## src/rtl/ldtbl_loader.sv

```systemverilog
// ldtbl_loader: bulk loader for the 16-entry load-table/map resource.
// Streams hi/lo/map words for a contiguous (wrapping) range of entries into
// the shared table port, optionally reads each entry back to verify it, and
// passes the host through to the table only while idle.
module ldtbl_loader #(
  parameter int DATA_W = 24
) (
  input  logic              clk,
  input  logic              rst,
  input  logic              i_start,
  input  logic              i_abort,
  input  logic              i_verify,
  input  logic [3:0]        i_first,
  input  logic [3:0]        i_last,
  input  logic              i_sd_valid,
  input  logic [DATA_W-1:0] i_sd,
  output logic              o_sd_ready,
  input  logic              i_hwe,
  input  logic              i_hre,
  input  logic [5:0]        i_ha,
  input  logic [DATA_W-1:0] i_hwd,
  output logic [DATA_W-1:0] o_hrd,
  output logic              o_hbusy,
  output logic              o_exwe,
  output logic              o_exre,
  output logic [5:0]        o_exa,
  output logic [DATA_W-1:0] o_exwd,
  input  logic [DATA_W-1:0] i_exrd,
  output logic              o_busy,
  output logic              o_done,
  output logic              o_err,
  output logic [3:0]        o_err_ent
);

  typedef enum logic [2:0] {IDLE, WHI, WLO, WMAP, RLO, RMAP, DONE} state_t;

  state_t            state;
  logic [3:0]        ent;
  logic [3:0]        last;
  logic              vfy;
  logic [DATA_W-1:0] lo_q;
  logic [11:0]       map_q;
  logic              mis;

  assign o_busy  = (state != IDLE);
  assign o_hbusy = (state != IDLE);
  assign o_hrd   = i_exrd;

  // Readback compare, same cycle as the table read
  always_comb begin
    mis = 1'b0;
    if (state == RLO)
      mis = (i_exrd != lo_q);
    else if (state == RMAP)
      mis = (i_exrd != {{(DATA_W-12){1'b0}}, map_q});
  end

  // Table port mux: host pass-through in IDLE, stream writes / readback otherwise
  always_comb begin
    o_exwe     = 1'b0;
    o_exre     = 1'b0;
    o_exa      = '0;
    o_exwd     = '0;
    o_sd_ready = 1'b0;
    case (state)
      IDLE: begin
        o_exwe = i_hwe;
        o_exre = i_hre;
        o_exa  = i_ha;
        o_exwd = i_hwd;
      end
      WHI, WLO, WMAP: begin
        o_sd_ready = 1'b1;
        o_exwe     = i_sd_valid;
        o_exwd     = i_sd;
        o_exa      = (state == WHI) ? {ent, 2'b10} :
                     (state == WLO) ? {ent, 2'b01} : {ent, 2'b11};
      end
      RLO: begin
        o_exre = 1'b1;
        o_exa  = {ent, 2'b00};
      end
      RMAP: begin
        o_exre = 1'b1;
        o_exa  = {ent, 2'b11};
      end
      default: ;
    endcase
  end

  // Sequencer: entry walk, shadow copies, done pulse and sticky error
  always_ff @(posedge clk or posedge rst) begin
    if (rst) begin
      state     <= IDLE;
      ent       <= '0;
      last      <= '0;
      vfy       <= 1'b0;
      lo_q      <= '0;
      map_q     <= '0;
      o_done    <= 1'b0;
      o_err     <= 1'b0;
      o_err_ent <= '0;
    end else begin
      o_done <= 1'b0;
      if (mis) begin
        if (!o_err) o_err_ent <= ent;
        o_err <= 1'b1;
      end
      if (state != IDLE && i_abort) begin
        // the word accepted this cycle has already gone out combinationally
        state <= IDLE;
      end else begin
        case (state)
          IDLE: if (i_start) begin
            state     <= WHI;
            ent       <= i_first;
            last      <= i_last;
            vfy       <= i_verify;
            o_err     <= 1'b0;
            o_err_ent <= '0;
          end
          WHI: if (i_sd_valid) state <= WLO;
          WLO: if (i_sd_valid) begin
            lo_q  <= i_sd;
            state <= WMAP;
          end
          WMAP: if (i_sd_valid) begin
            map_q <= i_sd[11:0];
            if (vfy) begin
              state <= RLO;
            end else if (ent == last) begin
              state  <= DONE;
              o_done <= 1'b1;
            end else begin
              ent   <= ent + 4'd1;
              state <= WHI;
            end
          end
          RLO: state <= RMAP;
          RMAP: if (ent == last) begin
            state  <= DONE;
            o_done <= 1'b1;
          end else begin
            ent   <= ent + 4'd1;
            state <= WHI;
          end
          DONE: state <= IDLE;
          default: state <= IDLE;
        endcase
      end
    end
  end

endmodule

```

## config.mk

```make
export PLATFORM = sky130hd
export DESIGN_NAME = ldtbl_loader
export DESIGN_NICKNAME = d
export VERILOG_FILES = /design/src/rtl/ldtbl_loader.sv
export SDC_FILE = /design/constraint.sdc
export NUM_CORES = 1
export LEC_CHECK = 0
export BUFFER_PORTS_ARGS = -buffer_cell sky130_fd_sc_hd__clkbuf_2
export CAP_MARGIN = 20
export CORE_ASPECT_RATIO = 0.6
export CORE_MARGIN = 2
export CORE_UTILIZATION = 51
export CTS_CLUSTER_DIAMETER = 40
export DETAILED_ROUTE_END_ITERATION = 12
export PLACE_DENSITY = 0.86
export SYNTH_ARGS = -nofsm -noshare
export SYNTH_HDL_FRONTEND = slang
export SYNTH_SLANG_ARGS = --single-unit
```

## constraint.sdc

```tcl
create_clock -name clk -period 3 [get_ports clk]
set_input_delay 0.3 -clock clk [delete_from_list [all_inputs] [get_ports clk]]
set_output_delay 0.3 -clock clk [all_outputs]
set_load 0.01 [all_outputs]
```

# Yosys cells after proc, flatten, opt, wreduce, memory -nomap -nowiden
# Cells that the tools add are included.
# totals
elab_cells	73
out_inout_bits	65
inputBits	94
register_bits	54
# op_classes
reduce_logical	11
muxes	36
bitwise_logic	1
eq_ne	15
add_sub_neg	1
# op_table
operator	n
one-hot mux 24 bit (2 select lines)	1
two-way mux 4 bit	9
inequality test 24 x 12 -> 1 bit	1
inequality test 24 bit	1
one-hot mux 6 bit (4 select lines)	1
two-way mux 3 bit	7
one-hot mux 3 bit (6 select lines)	1
one-hot mux 4 bit (3 select lines)	1
two-way mux 1 bit	11
AND reduction 3 bit	3
equality test 3 x 2 -> 1 bit (second input constant)	2
equality test 3 bit (second input constant)	2
inequality test 2 bit (second input constant)	3
inequality test 3 x 2 -> 1 bit (second input constant)	2
inequality test 3 bit (second input constant)	2
one-hot mux 1 bit (2 select lines)	3
nonzero test 3 bit	2
AND reduction 5 bit	1
adder 4 x 1 -> 4 bit (second input constant)	1
equality test 4 bit	1
two-way mux 2 bit	2
AND reduction 4 bit	1
equality test 3 x 1 -> 1 bit (second input constant)	1
zero test 3 bit	1
4 further kinds	4

# Depth between registers and ports, before layout
# logic_depth
ltp_word	7
depth_mapped	7
ltp_nobuf	5

# Worst setup path after synthesis
# OpenSTA, ideal clock, no wires.
# synth_timing
path_kind	register to output
startpoint	register state[1]
endpoint	output port o_hbusy
path_stages_with_launch	6
path_slack_ps	1242
required_time_ps	2700
path_buffers	3
arrival_time_ps	1458
path_cell_list	dfrtp_1 -> buf_4 -> nor3_2 -> clkbuf_1 -> inv_1 -> buf_4
# synth_via
elab_chain_len	1
# synth_rtl
element	line	source
start, declared	37	state_t state;
start signal, assigned	94	state <= IDLE;
start signal, assigned	111	state <= IDLE;
start signal, assigned	115	state <= WHI;
nonzero test 3 bit	n/a	
end, declared	23	output logic o_hbusy,
# Every way passes these cells.

# Final worst setup path
# layout_timing
startpoint	register state[1]
endpoint	output port o_exwd[17]
# layout_via
elab_chain_len	3
word_cells_on_any_way	6
cone_classes	eq/ne (3); mux (1); reduce/logical (2)
# layout_rtl
element	line	source
equality test 3 x 1 -> 1 bit / equality test 3 x 2 -> 1 bit (equally long branches)	65	case (state)
OR reduction 3 bit	65	
one-hot mux 24 bit (2 select lines) (*)	65	
end, declared	27	output logic [DATA_W-1:0] o_exwd,
# Every way passes the cells marked *; elsewhere a longest branch is shown, timed or not.

==> results.py <==
metrics = {
    "power": {
        "p_leak_uw": 0.00223,
        "pwr_density_cell_nw_per_um2": 862,
        "peakVddDrop_mv": 0.416,
    },
    "detailed_routing": {
        "met2WireLength_um": 4120,
        "top_layer": "met4",
        "wl_met3_um": 724,
        "firstDrtPassIters": 4,
        "wirelength_um": 9190,
        "num_vias": 2936,
        "wl_met1_um": 4270,
        "viasPerCell": 5.54,
        "routedWlPerCell_um": 17.3,
        "drc": 0,
        "drt-initial-drc-count": 202,
        "antenna_left": 0,
    },
    "sta": {
        "hold_slack_ps": 24.3,
        "fin_skew_ps": 5.73,
        "fmax_mhz": 392,
        "relSlewSlack": 0.579,
        "slew_violations": 0,
        "fin_tns_setup_ps": 0,
        "tightest_slew_ps": 631,
        "finalSetupViolations": 0,
        "min_period_ps": 2550,
        "worst_slack_ps": 450,
        "hold_viol": 0,
        "rsz0062_at_grt": "no",
        "period_share": 0.850,
    },
    "clock_tree": {
        "cts_root_buf": "clkbuf_8",
        "htreeDepth": 2,
        "cts_buffers": 5,
        "cts_hold_buf": 0,
        "cts_setup_buffers": 0,
        "clk_latency_ps": 300,
        "clk_pin_slew_ps": 90,
        "clockBufferDepth": 2,
        "cts_sinks": 54,
        "cts_resized": 0,
        "cts_tree": "yes",
    },
    "worst_setup_path": {
        "r2r_end": "o_err_ent[3]",
        "crit_end": "o_exwd[17]",
        "crit_start": "state[1]",
        "required_ps": 2700,
        "arrival_ps": 2250,
        "r2r_start": "state[1]",
        "r2r_slack_ps": 760,
        "crit_type": "flop to output pin",
        "r2r_cells": 5,
        "critPathMaxFanout": 17,
        "cp-end-kind": "output pin",
        "start_kind": "flop",
    },
    "logic_synthesis": {
        "ys_seq_elements": 54,
        "synth_top_family_by_area": "multiplexers",
        "synth_xor_area_frac": 0.103,
        "yosys.area_share.adder": 0.00368,
        "syn_avg_cell_area_um2": 10.9,
        "synth_compound_area_frac": 0.147,
        "synth_fp_nets": 406,
        "synthDistinctLibCells": 47,
        "synth_mux_area_frac": 0.176,
        "ys_async_sr_fraction": 1.00,
        "yosys_warnings": 0,
        "ys.flop_type": "dfrtp_1",
        "yosys.area_share.simple": 0.0867,
        "syn_inst": 311,
        "synth_enable_flop_cells": 0,
        "ys_seq_area_frac": 0.397,
        "syn_area_um2": 3400,
    },
    "layout": {
        "drive_gt1_frac": 0.499,
        "final_area_um2": 4200,
        "n_antenna_cell": 0,
        "regArea_um2": 1350,
        "nFillCells": 538,
        "nets": 538,
        "area_growth_pct": 23.4,
        "multi_input_area_um2": 1770,
    },
    "floorplanning": {
        "ios": 159,
        "core_um2": 6560,
        "fp.dieW_um": 109,
        "fp.dieH_um": 67.3,
        "start_util": 0.519,
        "rows": 23,
        "die_area_um2": 7370,
    },
    "global_routing": {
        "antenna_found_initial": 0,
        "grt_pass1_vias": 2674,
        "grt_usage": 0.248,
        "grt_pass1_wl_um": 13700,
        "grt_overflow": 0,
        "grt_max_degree": 30,
    },
    "place": {
        "portBuffers": 158,
        "post-place-ws_ps": 798,
        "place_hpwl_um": 7320,
        "gp_congestion": 0.889,
        "placed_area_um2": 4100,
    },
    "flow_run": {
        "max-cap-violations": 0,
    },
    "outcome": {
        "status": "finished clean",
    },
    "min_path": {
        "hp-class": "primary input to asynchronous set/reset pin",
    },
}
flip-flops by register name, summed over array words and instances, names as in the netlist:
name,flops
ent,4
last,4
lo_q,24
map_q,12
o_done,1
o_err,1
o_err_ent,4
state,3
vfy,1
worst min-delay path by stage:
stage	start	to	slack, ps	cells after the start
after detailed placement	rst	map_q[7]	370	2
after CTS	rst	map_q[7]	40	2
after global routing	rst	map_q[7]	50	2
final	rst	map_q[7]	20	2
after floorplan	i_abort	state[1]	370	1
after global placement	rst	map_q[7]	370	2
metal layers:
metal,vias to the layer above,track usage
li1,1365,-
met1,1421,0.362
met2,144,0.398
met3,6,0.0386
met4,0,0.0459
met5,-,0
cells in the final DEF (no fill, tap or decap), types with 2 or more instances in the layout:
cell type,count
nor4_1,4
mux2_2,22
a22o_1,26
a21oi_1,8
clkbuf_2,158
inv_1,8
nand3_1,3
mux2_4,20
xor2_1,11
o21ai_0,10
nor2_1,12
nand4_1,9
mux2i_1,5
o211ai_1,2
xnor2_1,29
nand2_1,15
dfrtp_1,54
a22oi_1,6
buf_4,6
clkbuf_8,5
critical path, cell delays in order, from the launching register on:
cell and delay, ps:
dfrtp_1 760, nor2_4 120, nor2_2 450, buf_4 320, a22o_1 160, clkbuf_2 130
stage by stage:
stage | total power (uW) | util | instances
floorplan | 2550 | - | 311
global placement | 3070 | 0.624 | 523
detailed placement | 3150 | 0.624 | 523
CTS | 3640 | 0.641 | 530
global route | 3880 | 0.641 | 530
finish | 3620 | 0.641 | 530
logic make-up after synthesis:
| logic type | count (synthesis) |
|---|---|
| buffers and inverters | 48 |
| adders and majority gates | 1 |
| muxes | 47 |
| xor gates and xnor gates | 40 |
| DFF | 54 |
| AOI/OAI and AO/OA | 65 |
| and+or+nand+nor | 56 |
area by class of cell:
type                       count  area share
timing repair buffer         164       0.199
clock inverter                 2     0.00923
clock buffer                   5      0.0164
sequential                    54       0.322
inverter                       9     0.00804
tap                           87      0.0259
multi-input combinational    209       0.420
power by group:
part           switching (uW)  internal (uW)  total, uW
sequential                304           1020       1330
clock                     236            246        482
combinational             877            939       1820
total                    1420           2210       3620
cells in the mapped netlist, drive strengths merged, types with 2 or more instances:
master	n	share of area
a22o	26	0.067
nor3	2	0.0044
nand4	9	0.017
clkbuf	8	0.0088
nor4	4	0.0073
buf	31	0.068
xnor2	29	0.075
mux2	42	0.16
o21ai	11	0.016
dfrtp	54	0.40
inv	9	0.0099
o211ai	3	0.0081
nand3	3	0.0044
a21oi	8	0.012
a22oi	7	0.019
xor2	11	0.028
nand2	15	0.017
mux2i	5	0.015
nor2	14	0.018
No activity file was read; power rests on OpenSTA's default activity.
